==> src/rtl/sync_debounce_pkg.sv <==
// sync_debounce_pkg
// Shared definitions for the input-conditioning debouncer: the FSM state
// encoding and a helper that sizes the stability counter.
// No ports; imported by sync_debounce.

package sync_debounce_pkg;

    // Two-bit state encoding. The low bit marks a "waiting" state and the
    // high bit carries the level currently presented on dout.
    typedef enum logic [1:0] {
        ST_LO      = 2'b00,
        ST_WAIT_HI = 2'b01,
        ST_HI      = 2'b10,
        ST_WAIT_LO = 2'b11
    } db_state_t;

    // Counter width: $clog2 of the stable-cycle count, never less than one bit
    // so a DB_CNT of 1 or 2 still gets a legal vector.
    function automatic int cnt_width(input int n);
        return (n <= 2) ? 1 : $clog2(n);
    endfunction

endpackage

==> src/rtl/sync_chain.sv <==
// sync_chain
// Plain flop-chain synchronizer bringing an asynchronous level into the clk
// domain. Holds no logic beyond the flops and their synchronous clear.
// Ports:
//   clk  - rising-edge clock
//   rst  - synchronous active-high clear of every stage
//   d    - asynchronous input level
//   q    - synchronized level (last stage of the chain)

module sync_chain #(
    parameter int STAGES = 2
) (
    input  logic clk,
    input  logic rst,
    input  logic d,
    output logic q
);

    logic [STAGES-1:0] s;

    // Stage 0 samples the raw input; each later stage samples the one before,
    // giving metastability STAGES-1 extra cycles to resolve.
    always_ff @(posedge clk) begin
        if (rst) begin
            s <= '0;
        end else begin
            s <= {s[STAGES-2:0], d};
        end
    end

    assign q = s[STAGES-1];

endmodule

==> src/rtl/sync_debounce.sv <==
// sync_debounce
// Synchronizes a raw asynchronous level and debounces it so downstream logic
// (the dual-edge detector) only ever sees a clean synchronous level. dout
// changes only after the synchronized input has disagreed with it for DB_CNT
// consecutive cycles; any break restarts qualification from zero.
// Parameters:
//   SYNC_STAGES - synchronizer depth (>= 2)
//   DB_CNT      - consecutive stable cycles needed to change dout (>= 1)
// Ports:
//   clk        - rising-edge clock
//   rst        - synchronous active-high reset
//   din_async  - raw asynchronous input level
//   dout       - debounced, registered level
//   busy       - registered, high while a candidate change is being qualified

module sync_debounce
    import sync_debounce_pkg::*;
#(
    parameter int SYNC_STAGES = 2,
    parameter int DB_CNT      = 16
) (
    input  logic clk,
    input  logic rst,
    input  logic din_async,
    output logic dout,
    output logic busy
);

    localparam int               CNT_W    = cnt_width(DB_CNT);
    localparam logic [CNT_W-1:0] CNT_LAST = CNT_W'(DB_CNT - 1);
    localparam logic [CNT_W-1:0] CNT_ONE  = CNT_W'(1);
    localparam bit               DB_ONE   = (DB_CNT == 1);

    logic             din_s;
    db_state_t        state;
    db_state_t        state_n;
    logic [CNT_W-1:0] cnt;
    logic [CNT_W-1:0] cnt_n;

    sync_chain #(
        .STAGES (SYNC_STAGES)
    ) u_sync (
        .clk (clk),
        .rst (rst),
        .d   (din_async),
        .q   (din_s)
    );

    // Next-state and next-count logic. A stable state that sees the opposite
    // level opens a candidate with the count already at one (this cycle is the
    // first matching one). In a waiting state, a return to the current dout
    // level is a bounce and drops the candidate; that check comes before the
    // terminal-count check so a bounce on the final cycle still wins.
    always_comb begin
        state_n = state;
        cnt_n   = cnt;
        case (state)
            ST_LO: begin
                if (din_s) begin
                    if (DB_ONE) begin
                        state_n = ST_HI;
                        cnt_n   = '0;
                    end else begin
                        state_n = ST_WAIT_HI;
                        cnt_n   = CNT_ONE;
                    end
                end
            end
            ST_WAIT_HI: begin
                if (!din_s) begin
                    state_n = ST_LO;
                    cnt_n   = '0;
                end else if (cnt == CNT_LAST) begin
                    state_n = ST_HI;
                    cnt_n   = '0;
                end else begin
                    cnt_n = cnt + CNT_ONE;
                end
            end
            ST_HI: begin
                if (!din_s) begin
                    if (DB_ONE) begin
                        state_n = ST_LO;
                        cnt_n   = '0;
                    end else begin
                        state_n = ST_WAIT_LO;
                        cnt_n   = CNT_ONE;
                    end
                end
            end
            ST_WAIT_LO: begin
                if (din_s) begin
                    state_n = ST_HI;
                    cnt_n   = '0;
                end else if (cnt == CNT_LAST) begin
                    state_n = ST_LO;
                    cnt_n   = '0;
                end else begin
                    cnt_n = cnt + CNT_ONE;
                end
            end
            default: begin
                state_n = ST_LO;
                cnt_n   = '0;
            end
        endcase
    end

    // State, counter and outputs. dout and busy are decoded from the next
    // state so the registered outputs always agree with the registered state
    // with no extra cycle of lag. Reset discards any partial qualification.
    always_ff @(posedge clk) begin
        if (rst) begin
            state <= ST_LO;
            cnt   <= '0;
            dout  <= 1'b0;
            busy  <= 1'b0;
        end else begin
            state <= state_n;
            cnt   <= cnt_n;
            dout  <= (state_n == ST_HI) || (state_n == ST_WAIT_LO);
            busy  <= (state_n == ST_WAIT_HI) || (state_n == ST_WAIT_LO);
        end
    end

endmodule

==> config.mk <==
export PLATFORM = sky130hd
export DESIGN_NAME = sync_debounce
export DESIGN_NICKNAME = d
export VERILOG_FILES = /design/src/rtl/sync_debounce_pkg.sv /design/src/rtl/sync_chain.sv /design/src/rtl/sync_debounce.sv
export SDC_FILE = /design/constraint.sdc
export NUM_CORES = 1
export LEC_CHECK = 0
export CAP_MARGIN = 25
export CELL_PAD_IN_SITES_DETAIL_PLACEMENT = 0
export CELL_PAD_IN_SITES_GLOBAL_PLACEMENT = 1
export CORE_AREA = 3 3 40 42
export DETAILED_ROUTE_END_ITERATION = 8
export DIE_AREA = 0 0 43 45
export GPL_ROUTABILITY_DRIVEN = 0
export HOLD_SLACK_MARGIN = 0.05
export PLACE_DENSITY_LB_ADDON = 0.1
export RECOVER_POWER = 100
export SLEW_MARGIN = 20
export SYNTH_ARGS = -nofsm -noshare
export SYNTH_HDL_FRONTEND = slang
export SYNTH_HIERARCHICAL = 1
export SYNTH_SLANG_ARGS = --single-unit
==> constraint.sdc <==
create_clock -name clk -period 1.3 [get_ports clk]
set_clock_uncertainty 0.1 [all_clocks]
set_input_delay 0.325 -clock clk [delete_from_list [all_inputs] [get_ports clk]]
set_output_delay 0.325 -clock clk [all_outputs]
set_load 0.01 [all_outputs]
==> flow_summary.yaml <==
global_routing:
  grtUsageMet3: 0.0239
  antenna_found_initial: 0
  grt_remaining_overflow: 0
  grt_pass1_vias: 369
  grtUsageMet1: 0.107
  use_met2: 0.186
  track_usage: 0.109
  grt_pass1_wl_um: 1490
  grt_max_degree: 7
  top_usage_layer: "met2"
final_layout:
  final_util: 0.420
  stdcell_area_um2: 539
  nets: 59
  seq_area_um2: 185
  drive_gt1_frac: 0.389
  synthToLayoutAreaGrowth_pct: 49.1
  fillers: 134
  antenna_cells: 0
  fin_cells: 69
  multi_input_area_um2: 190
timing:
  rsz0062_at_grt: "true"
  period_minus_slack_ns: 1.30
  maxSlewHeadroom: 0.790
  tns_ns: -0.000443
  report.final.hold_viol_count: 0
  finalSetupViolCount: 1
  setup_ws_ns: -0.000443
  hold_slack_ns: 0.356
  fin_crit_sh: 1.00
  drv_slew: 0
  worst_pin_slew_ns: 0.313
  fmax_mhz: 769
synth:
  yosys-top-cells-count: "9 x dfxtp_1, 3 x nand3_1, 3 x nand4_1, 3 x nor2b_1"
  synth_edf_count: 0
  avgSynthCellArea_um2: 9.77
  synth_area_leaders: "dfxtp_1 50%, nand4_1 5.2%, nor2b_1 5.2%"
  yosysSeqAreaShare: 0.498
  synth-seq-cells: 9
  netlist.top_cell.by_area: "dfxtp_1"
  post-synth-top-count-cell: "dfxtp_1"
  async_flop_share: 0
  yosysWarnings: 6
  synth.distinct_cells: 20
  synth_flop_cell: "dfxtp_1"
  synth_nets: 41
  syn-cell-area_um2: 362
  postSynthCellCount: 37
  synth.top_cell.area_share: 0.498
worst_setup_path:
  worstPathRequired_ns: 1.40
  path_max_fanout: 2
  crit_type: "reg2reg"
  arrival_ns: 1.40
  worstPathCellList: "ha_4, inv_2, or4_1, a31oi_1"
  cp_slowest_cell: "or4_1"
  worst-path-buf-inv: 1
  end_kind: "register"
  cp_slowest_stage_delay_ns: 0.46
  crit_family: "simple AND/OR/NAND/NOR gates"
  start_kind: "register"
floorplan:
  dieWidth_um: 43
  die_y_um: 45
  die-area_um2: 1940
  design.core.area_um2: 1280
  top_level_ports: 5
  placementRows: 13
  start_util: 0.281
cts:
  clk_pin_slew_worst_paths_ns: 0.07
  hold_buffers: 0
  numCtsBuffers: 3
  cts_tree: "built"
  cts.sinks: 9
  post_cts_buffers: 0
  clk_latency_ns: 0.27
  cts.path.max_buffers: 2
  htreeDepth: 1
  cts_root_buf: "clkbuf_4"
min_path:
  worst_hold_path_type: "reg2reg"
route:
  drt_iter0_markers: 5
  first_pass_iters: 4
  wirelength_um: 828
  ant_nets: 0
  drc: 0
  wire_per_inst_um: 12.0
  via_count: 346
  viasPerCell: 5.01
run_status:
  violations: "setup timing"
  status: "finished with violations"
placement:
  post-place-ws_ns: -0.107
  port_buffers: 4
  place_area_um2: 489
  dp.cells: 65
  place_hpwl_um: 632
pwr:
  powerDensity_nw_per_um2: 1010
  p_leak_nw: 0.226
  power_mw: 0.544
  vdd_ir_drop_max_mv: 0.531
flow_run:
  drv_cap: 0
==> worst paths after layout <==
kind | from | endpoint | slack (ns) | depth (start not counted)
worst max register to register | cnt[1]$_SDFFE_PP0P_ | cnt[2]$_SDFFE_PP0P_ | -0.0004 | 4
worst min register to register | u_sync/s[0]$_SDFF_PP0_ | u_sync/s[1]$_SDFF_PP0_ | 0.36 | 1
worst min-delay path | u_sync/s[0]$_SDFF_PP0_ | u_sync/s[1]$_SDFF_PP0_ | 0.36 | 1
worst max-delay path | cnt[1]$_SDFFE_PP0P_ | cnt[2]$_SDFFE_PP0P_ | -0.0004 | 4
==> metal layers <==
layer | routed length [µm] | part of all wire
met3 | 48 | 0.058
met2 | 415 | 0.50
met1 | 337 | 0.41
met5 | 0 | 0
met4 | 27 | 0.033
==> layout by cell type, fill, tap and decap left out, types with 2 or more instances in the layout <==
cell | synthesis | final
buf_4 | 0 | 9
dfxtp_1 | 9 | 5
dfxtp_2 | 0 | 4
nand4_1 | 3 | 3
nor2b_1 | 3 | 3
nand3_1 | 3 | 3
clkbuf_4 | 0 | 3
nor2_1 | 2 | 2
and3_1 | 2 | 2
inv_2 | 1 | 2
clkdlybuf4s50_1 | 0 | 2
==> worst reg2reg max path, cell delays in order (launching register included) <==
cell     delay (ns)
dfxtp_2        0.36
ha_4           0.15
inv_2          0.03
or4_1          0.46
a31oi_1        0.13
==> repair_timing <==
item,CTS,global route
setup endpoints to repair,3,3
pin swaps,1,0
gates resized for setup,8,3
==> registers in the layout (all words and copies together) (netlist names) <==
| name | flops |
|---|---|
| cnt | 4 |
| u_sync/s | 2 |
| busy | 1 |
| dout | 1 |
| state | 1 |
==> layout make-up <==
type	instances	area share
clock buffers	4	0.0487
inverters	3	0.0209
multi-input cells	25	0.353
flip-flops and latches	9	0.343
well taps	15	0.0348
repair buffers	13	0.200
==> power by group <==
| part | internal (mW) | total, mW | switching (mW) |
|---|---|---|---|
| Clock | 0.118 | 0.220 | 0.101 |
| Sequential | 0.283 | 0.287 | 0.00465 |
| Combinational | 0.0213 | 0.0370 | 0.0157 |
| Total | 0.422 | 0.544 | 0.122 |
==> cells by family (layout without fill, tap and decap cells) <==
family | count (synthesis) | count (layout) | synth area share
AO/OA/AOI/OAI | 5 | 5 | 0.100
XOR/XNOR | 2 | 2 | 0.0485
adder cells (fa/ha/maj) | 1 | 1 | 0.0346
buffers and inverters | 3 | 20 | 0.0311
flip-flops | 9 | 9 | 0.498
multiplexers | 1 | 1 | 0.0277
AND/OR/NAND/NOR | 16 | 16 | 0.260
(Power assumes the default switching activity.)
